<file path="src/rtl/rs232_pkg.sv">
// rs232_pkg: state encoding, parity modes and default baud divisor shared by the RS232 blocks
package rs232_pkg;
   typedef enum logic [2:0] {
      S_IDLE, S_POP_REQ, S_POP_WAIT, S_START, S_DATA, S_PARITY, S_STOP
   } state_e;
   localparam int PARITY_NONE = 0;
   localparam int PARITY_ODD = 1;
   localparam int PARITY_EVEN = 2;
   localparam int DEFAULT_CLKS_PER_BIT = 434;
endpackage

</file>
<file path="src/rtl/rs232_bit_timer.sv">
// rs232_bit_timer: baud divider that pulses bit_tick on the last cycle of every bit period
module rs232_bit_timer import rs232_pkg::*; #(
   parameter int CLKS_PER_BIT = DEFAULT_CLKS_PER_BIT
) (
   input  logic clk,
   input  logic clear_n,
   input  logic run,
   output logic bit_tick
);
   localparam logic [15:0] LAST = 16'(CLKS_PER_BIT - 1);
   logic [15:0] cnt_q, cnt_d;
   assign bit_tick = run && cnt_q == LAST;
   // held at zero while stopped, so every rising run starts a full bit period
   assign cnt_d = (!run || bit_tick) ? '0 : cnt_q + 16'd1;
   always_ff @(posedge clk or negedge clear_n)
      if (!clear_n) cnt_q <= '0;
      else cnt_q <= cnt_d;
endmodule

</file>
<file path="src/rtl/rs232_fifo_transmitter.sv">
// rs232_fifo_transmitter: pops one FIFO word at a time and serialises it as an RS232 frame
module rs232_fifo_transmitter import rs232_pkg::*; #(
   parameter int CLKS_PER_BIT = DEFAULT_CLKS_PER_BIT,
   parameter int DATA_BITS = 8,
   parameter int FIFO_WIDTH = 32,
   parameter int PARITY = PARITY_NONE,
   parameter int STOP_BITS = 1,
   parameter int POP_LATENCY = 2
) (
   input  logic                  clk,
   input  logic                  clear_n,
   input  logic                  enable,
   input  logic                  fifo_empty,
   output logic                  fifo_pop,
   input  logic [FIFO_WIDTH-1:0] fifo_data,
   output logic                  tx,
   output logic                  busy,
   output logic                  frame_done
);
   localparam int BW = $clog2(DATA_BITS + 1);
   localparam logic [BW-1:0] LAST_DATA = BW'(DATA_BITS - 1);
   localparam logic [BW-1:0] LAST_STOP = BW'(STOP_BITS - 1);
   localparam logic [2:0] LAST_WAIT = 3'(POP_LATENCY - 1);
   localparam logic ODD = 1'(PARITY == PARITY_ODD);
   state_e state_q, state_d;
   logic [DATA_BITS-1:0] shift_q, shift_d;
   logic [BW-1:0] bit_q, bit_d;
   logic [2:0] wait_q, wait_d;
   logic par_q, par_d, tx_q, tx_d, run, tick, unused_hi;
   assign run = state_q inside {S_START, S_DATA, S_PARITY, S_STOP};
   assign fifo_pop = state_q == S_POP_REQ;
   assign busy = state_q != S_IDLE;
   assign frame_done = state_q == S_STOP && tick && bit_q == LAST_STOP;
   assign tx = tx_q;
   assign unused_hi = ^fifo_data;
   rs232_bit_timer #(.CLKS_PER_BIT(CLKS_PER_BIT)) u_timer (
      .clk(clk),
      .clear_n(clear_n),
      .run(run),
      .bit_tick(tick)
   );
   always_comb begin
      state_d = state_q;
      shift_d = shift_q;
      bit_d = bit_q;
      wait_d = wait_q;
      par_d = par_q;
      case (state_q)
         S_IDLE: state_d = (enable && !fifo_empty) ? S_POP_REQ : S_IDLE;
         S_POP_REQ: begin
            state_d = S_POP_WAIT;
            wait_d = '0;
         end
         S_POP_WAIT: begin
            wait_d = wait_q + 3'd1;
            if (wait_q == LAST_WAIT) begin
               shift_d = fifo_data[DATA_BITS-1:0];
               par_d = ODD ^ (^fifo_data[DATA_BITS-1:0]);
               state_d = S_START;
            end
         end
         S_START: begin
            bit_d = '0;
            if (tick) state_d = S_DATA;
         end
         S_DATA: if (tick) begin
            shift_d = shift_q >> 1;
            bit_d = bit_q == LAST_DATA ? '0 : bit_q + 1'b1;
            state_d = bit_q != LAST_DATA ? S_DATA : PARITY != PARITY_NONE ? S_PARITY : S_STOP;
         end
         S_PARITY: if (tick) state_d = S_STOP;
         S_STOP: if (tick) begin
            bit_d = bit_q + 1'b1;
            if (bit_q == LAST_STOP) state_d = S_IDLE;
         end
         default: state_d = S_IDLE;
      endcase
      // tx is registered from the next state so the line carries no input-to-output path
      tx_d = state_d == S_START ? 1'b0 : state_d == S_DATA ? shift_d[0] :
             state_d == S_PARITY ? par_d : 1'b1;
   end
   always_ff @(posedge clk or negedge clear_n)
      if (!clear_n) begin
         state_q <= S_IDLE;
         shift_q <= '0;
         bit_q <= '0;
         wait_q <= '0;
         par_q <= 1'b0;
         tx_q <= 1'b1;
      end else begin
         state_q <= state_d;
         shift_q <= shift_d;
         bit_q <= bit_d;
         wait_q <= wait_d;
         par_q <= par_d;
         tx_q <= tx_d;
      end
endmodule

</file>
<file path="config.mk">
export PLATFORM = sky130hd
export DESIGN_NAME = rs232_fifo_transmitter
export DESIGN_NICKNAME = d
export VERILOG_FILES = /design/src/rtl/rs232_pkg.sv /design/src/rtl/rs232_bit_timer.sv /design/src/rtl/rs232_fifo_transmitter.sv
export SDC_FILE = /design/constraint.sdc
export NUM_CORES = 1
export LEC_CHECK = 0
export ABC_AREA = 0
export CORE_MARGIN = 1.5
export CORE_UTILIZATION = 51
export DETAILED_ROUTE_END_ITERATION = 16
export PLACE_DENSITY = 0.83
export REMOVE_ABC_BUFFERS = 1
export SYNTH_ARGS = -nofsm -noshare
export SYNTH_HDL_FRONTEND = slang
export SYNTH_SLANG_ARGS = --single-unit
</file>
<file path="constraint.sdc">
create_clock -name clk -period 2.4 [get_ports clk]
set_clock_uncertainty 0.05 [all_clocks]
set_input_delay 0.24 -clock clk [delete_from_list [all_inputs] [get_ports clk]]
set_output_delay 0.24 -clock clk [all_outputs]
set_load 0.1 [all_outputs]
</file>
==> results.txt <==
The signal arrival time at the worst endpoint was 1.94 ns; the total number of clock tree sinks was 36. The power density normalized to cell area is 488 mW/mm², and the site row count is 22. The count of unresolved DRC violations after routing is 0.

Number of violations of the max-capacitance limit: 0. Routability-driven placement finished with a final weighted congestion of 0.791. The endpoint of the worst setup timing path is frame_done. Summed over all nets, the half-perimeter wirelength after detailed placement is 2.77 mm. After Yosys synthesis, XOR and XNOR cells account for 9.41% of the synthesized area. Clock transition at the registers of the reported paths: 0.07 ns.

The number of setup buffers added after CTS is 0. The highest cell delay on the worst timing path works out to 0.41 ns. Maximum clock path buffer count: 2.

In this run, CTS created clock tree buffers numbering 5. The multiplexer share of the synthesized area was 0.489%; the first-iteration detailed-routing DRC count was 110. Number of gates resized after cts: 0.

The area growth from synthesis to layout is 14.4%. The setup total negative slack was 0 ns; the vias after detailed routing was 1,634. The post-synth design cell area was 0.00205 mm². In this run the critical register-to-register path is captured at tx$_DFF_PN1_.

Together, buffers and inverters on the worst path number 2. The depth of the worst register-to-register path came out at 7. The number of storage elements in the synthesis netlist was 36; the area share of and/or/nand/nor cells after synthesis was 23.5%.

The run gives 0.231 mV as the maximum vdd ir drop. The tools report the warning count from the yosys run as 0. For the count of pins over their slew limit, the log shows 0. STA classifies the critical path startpoint as a flop. Wires add up to 3.99 mm.

The smallest clock period supported by the final layout is computed as 2.23 ns. In the post-route analysis, the smallest setup slack over all paths is 0.174 ns. The worst setup path is captured at an output port.

For the proportion of synthesized chip area in sequential cells, the log shows 44.0%. The share of flip-flops with an asynchronous set or reset after synthesis was 100%; the critical path depth was 6. The chip height was 66.4 µm. Of the cells placed in the final design, the portion with a size suffix greater than 1 is 10.0%. The core region is 0.00377 mm².

The count of final hold-check violations was 0; the number of enable flip-flop cells after synthesis was 0. Final hold analysis gives a worst-case slack of 0.316 ns. The tree is rooted in a clkbuf_8. For the number of distinct library cells after synthesis, the log shows 43.

In this run the critical register-to-register path is launched from u_timer.cnt_q[1]$_DFF_PN0_. TritonCTS built the clock tree. Setup slack on the worst reg-to-reg path comes out at 0.36 ns. For the total of endpoints with negative setup slack in the final report, the log shows 0. The maximum number of pins on one net before global-route repair is 37, and the static power due to leakage is 0.00107 µW. The timing startpoint of the critical path is u_timer.cnt_q[1]$_DFF_PN0_.

0 antenna diodes ended up in the layout. Among all flip-flop cells after synthesis, the most frequent one is dfrtp_1. The critical path class is flop to output port. The clock tree synthesis step divided the H-tree into 2 levels. For the effective utilization at floorplan, the log shows 54.3%. In this run the worst path has a maximum fanout of 9.

Summing the areas of all fa, ha and maj instances in the mapped netlist gives 3.67% of the synthesized area. The synthesized netlist devotes 15.2% of its cell area to compound gates. The logs give 280 for the final net count and 0.29 ns for the insertion delay of the later-clocked pin in the worst-skew pair. Global routing finished with a remaining overflow of 0. For the number of global-route vias before repair, the log shows 1,616.

The slew of the pin with the lowest slew margin was 0.546 ns; the setup slack at placement was 0.352 ns. The max-slew headroom at the worst pin is 63.3%, and the number of input and output port buffers inserted is 15. For the worst setup path, the data required time is 2.11 ns.

By area, the combinational part of the netlist is dominated by simple AND/OR/NAND/NOR gates. The initial antenna violation count is 0. The critical path goes through inv_1 -> ha_1 -> and4bb_1 -> and4_1 -> and3_2 -> buf_12. Setup repair after global routing left no endpoint under its margin. The detail route stage leaves a number of antenna-violating nets equal to 0. The hold buffer count at CTS is 0. Timing would allow up to 449 MHz. After synthesis, the mean cell area works out to 9.31 µm².

The flow ran to the end, and the final reports show no timing, DRC or antenna violations. Final core utilization: 62.1%. The kind of cell adding the most delay to the critical path was simple AND/OR/NAND/NOR gates.

The slowest library cell on the worst path was dfrtp_1. The classification of the worst-slack hold path was input pin to asynchronous set/reset pin. The x dimension of the die was 66.4 µm. The logs give 20.5% for the total global routing track utilization and 0.00440 mm² for the floorplan die area.

The first global-routing pass estimated 6.83 mm of wire. The detailed-route vias per instance was 5.69; the synthesized instance count was 220. The average wire per standard cell was 13.9 µm; the ratio of final minimum period to clock period was 92.8%. The total I/O pin count is 40, and the total iterations of the first detailed-routing run is 4.
## synth_stat cells (2+ instances only)
cell | n | area share, %
nand2b_1 | 2 | 0.61
a31oi_1 | 2 | 0.61
dfrtp_1 | 35 | 43
buf_2 | 3 | 0.73
a22o_1 | 6 | 2.6
and4b_1 | 2 | 0.98
a21oi_1 | 7 | 1.7
and2_1 | 2 | 0.61
and3_2 | 2 | 0.73
and3_1 | 2 | 0.61
nor2b_1 | 2 | 0.61
nor3_1 | 7 | 1.7
ha_1 | 6 | 3.7
inv_1 | 9 | 1.6
a22oi_1 | 2 | 0.73
nor4_1 | 3 | 0.92
nand2_1 | 21 | 3.8
a21o_1 | 6 | 2.2
nand3_1 | 8 | 2.0
xor2_1 | 8 | 3.4
nor2_1 | 29 | 5.3
and4bb_1 | 2 | 1.2
clkbuf_1 | 4 | 0.73
o21ai_0 | 16 | 3.9
xnor2_1 | 14 | 6.0
nor4b_1 | 3 | 1.3
## per-layer routing
| layer | vias up | GRT usage [%] | share of wire (%) |
|---|---|---|---|
| li1 | 805 | - | - |
| met3 | 7 | 5.11 | 5.5 |
| met4 | 0 | 7.91 | 1.4 |
| met2 | 38 | 36.0 | 48 |
| met5 | - | 0 | 0 |
| met1 | 784 | 23.9 | 45 |
## where the power goes
| part | leakage [µW] | internal [µW] | switching, µW |
|---|---|---|---|
| Clock | 0.0000510 | 229 | 215 |
| Combinational | 0.000581 | 38.1 | 32.1 |
| Sequential | 0.000443 | 620 | 8.13 |
| Total | 0.00107 | 887 | 255 |
## placed cells by master (no fill, tap or decap), types with 2 or more instances in the layout
cell type	n
a31oi_1	2
a22oi_1	2
nor3_1	7
ha_1	6
nand2b_1	2
a21o_1	6
and3_1	2
xor2_1	8
nor2_1	29
a21oi_1	7
inv_1	9
and4bb_1	2
o21ai_0	16
buf_4	7
and4b_1	2
nand2_1	21
xnor2_1	14
dfrtp_1	35
nor4_1	3
nor2b_1	2
clkdlybuf4s50_1	11
clkbuf_8	6
clkinv_2	2
nand3_1	8
and2_1	2
and3_2	2
nor4b_1	3
a22o_1	6
## cell families after synthesis
family                   count (synthesis)
multiplexers                             1
XOR/XNOR                                22
adder cells (fa/ha/maj)                  6
AND/OR/NAND/NOR                         92
buffers and inverters                   17
flip-flops                              36
AO/OA/AOI/OAI                           46
## metrics by stage
stage	cells	area, µm²	total power (µW)
after global routing	287	2340	1200
after floorplan	212	2010	669
final	287	2340	1140
after global placement	279	2250	709
after CTS	287	2340	1160
after detailed placement	279	2250	712
## registers in the layout (all words and copies together) (netlist names)
register / flops
u_timer.cnt_q: 16
shift_q: 8
bit_q: 4
state_q: 3
wait_q: 3
par_q: 1
tx: 1
## how the worst min path moves through the flow
stage                                   endpoint  slack, ns                    from  cells past startpoint
final                      wait_q[0]$_DFFE_PN0P_       0.32                 clear_n                      2
after floorplan             bit_q[0]$_DFFE_PN0P_      -0.11                 clear_n                      0
after global routing             par_q$_DFF_PN0_       0.36                 clear_n                      2
after CTS                  wait_q[0]$_DFFE_PN0P_       0.33                 clear_n                      2
after global placement    shift_q[5]$_DFFE_PN0P_       0.41  shift_q[5]$_DFFE_PN0P_                      1
after detailed placement  shift_q[3]$_DFFE_PN0P_       0.42  shift_q[3]$_DFFE_PN0P_                      1
## layout make-up
type                    count  area, µm²
repair buffers             19        183
clock inverters             2       10.0
multi-input cells         167       1070
clock buffers               6       82.6
fillers                   326       1430
flip-flops and latches     36        902
inverters                   9       33.8
well taps                  48       60.1
Power figures use the tool's default switching activity.
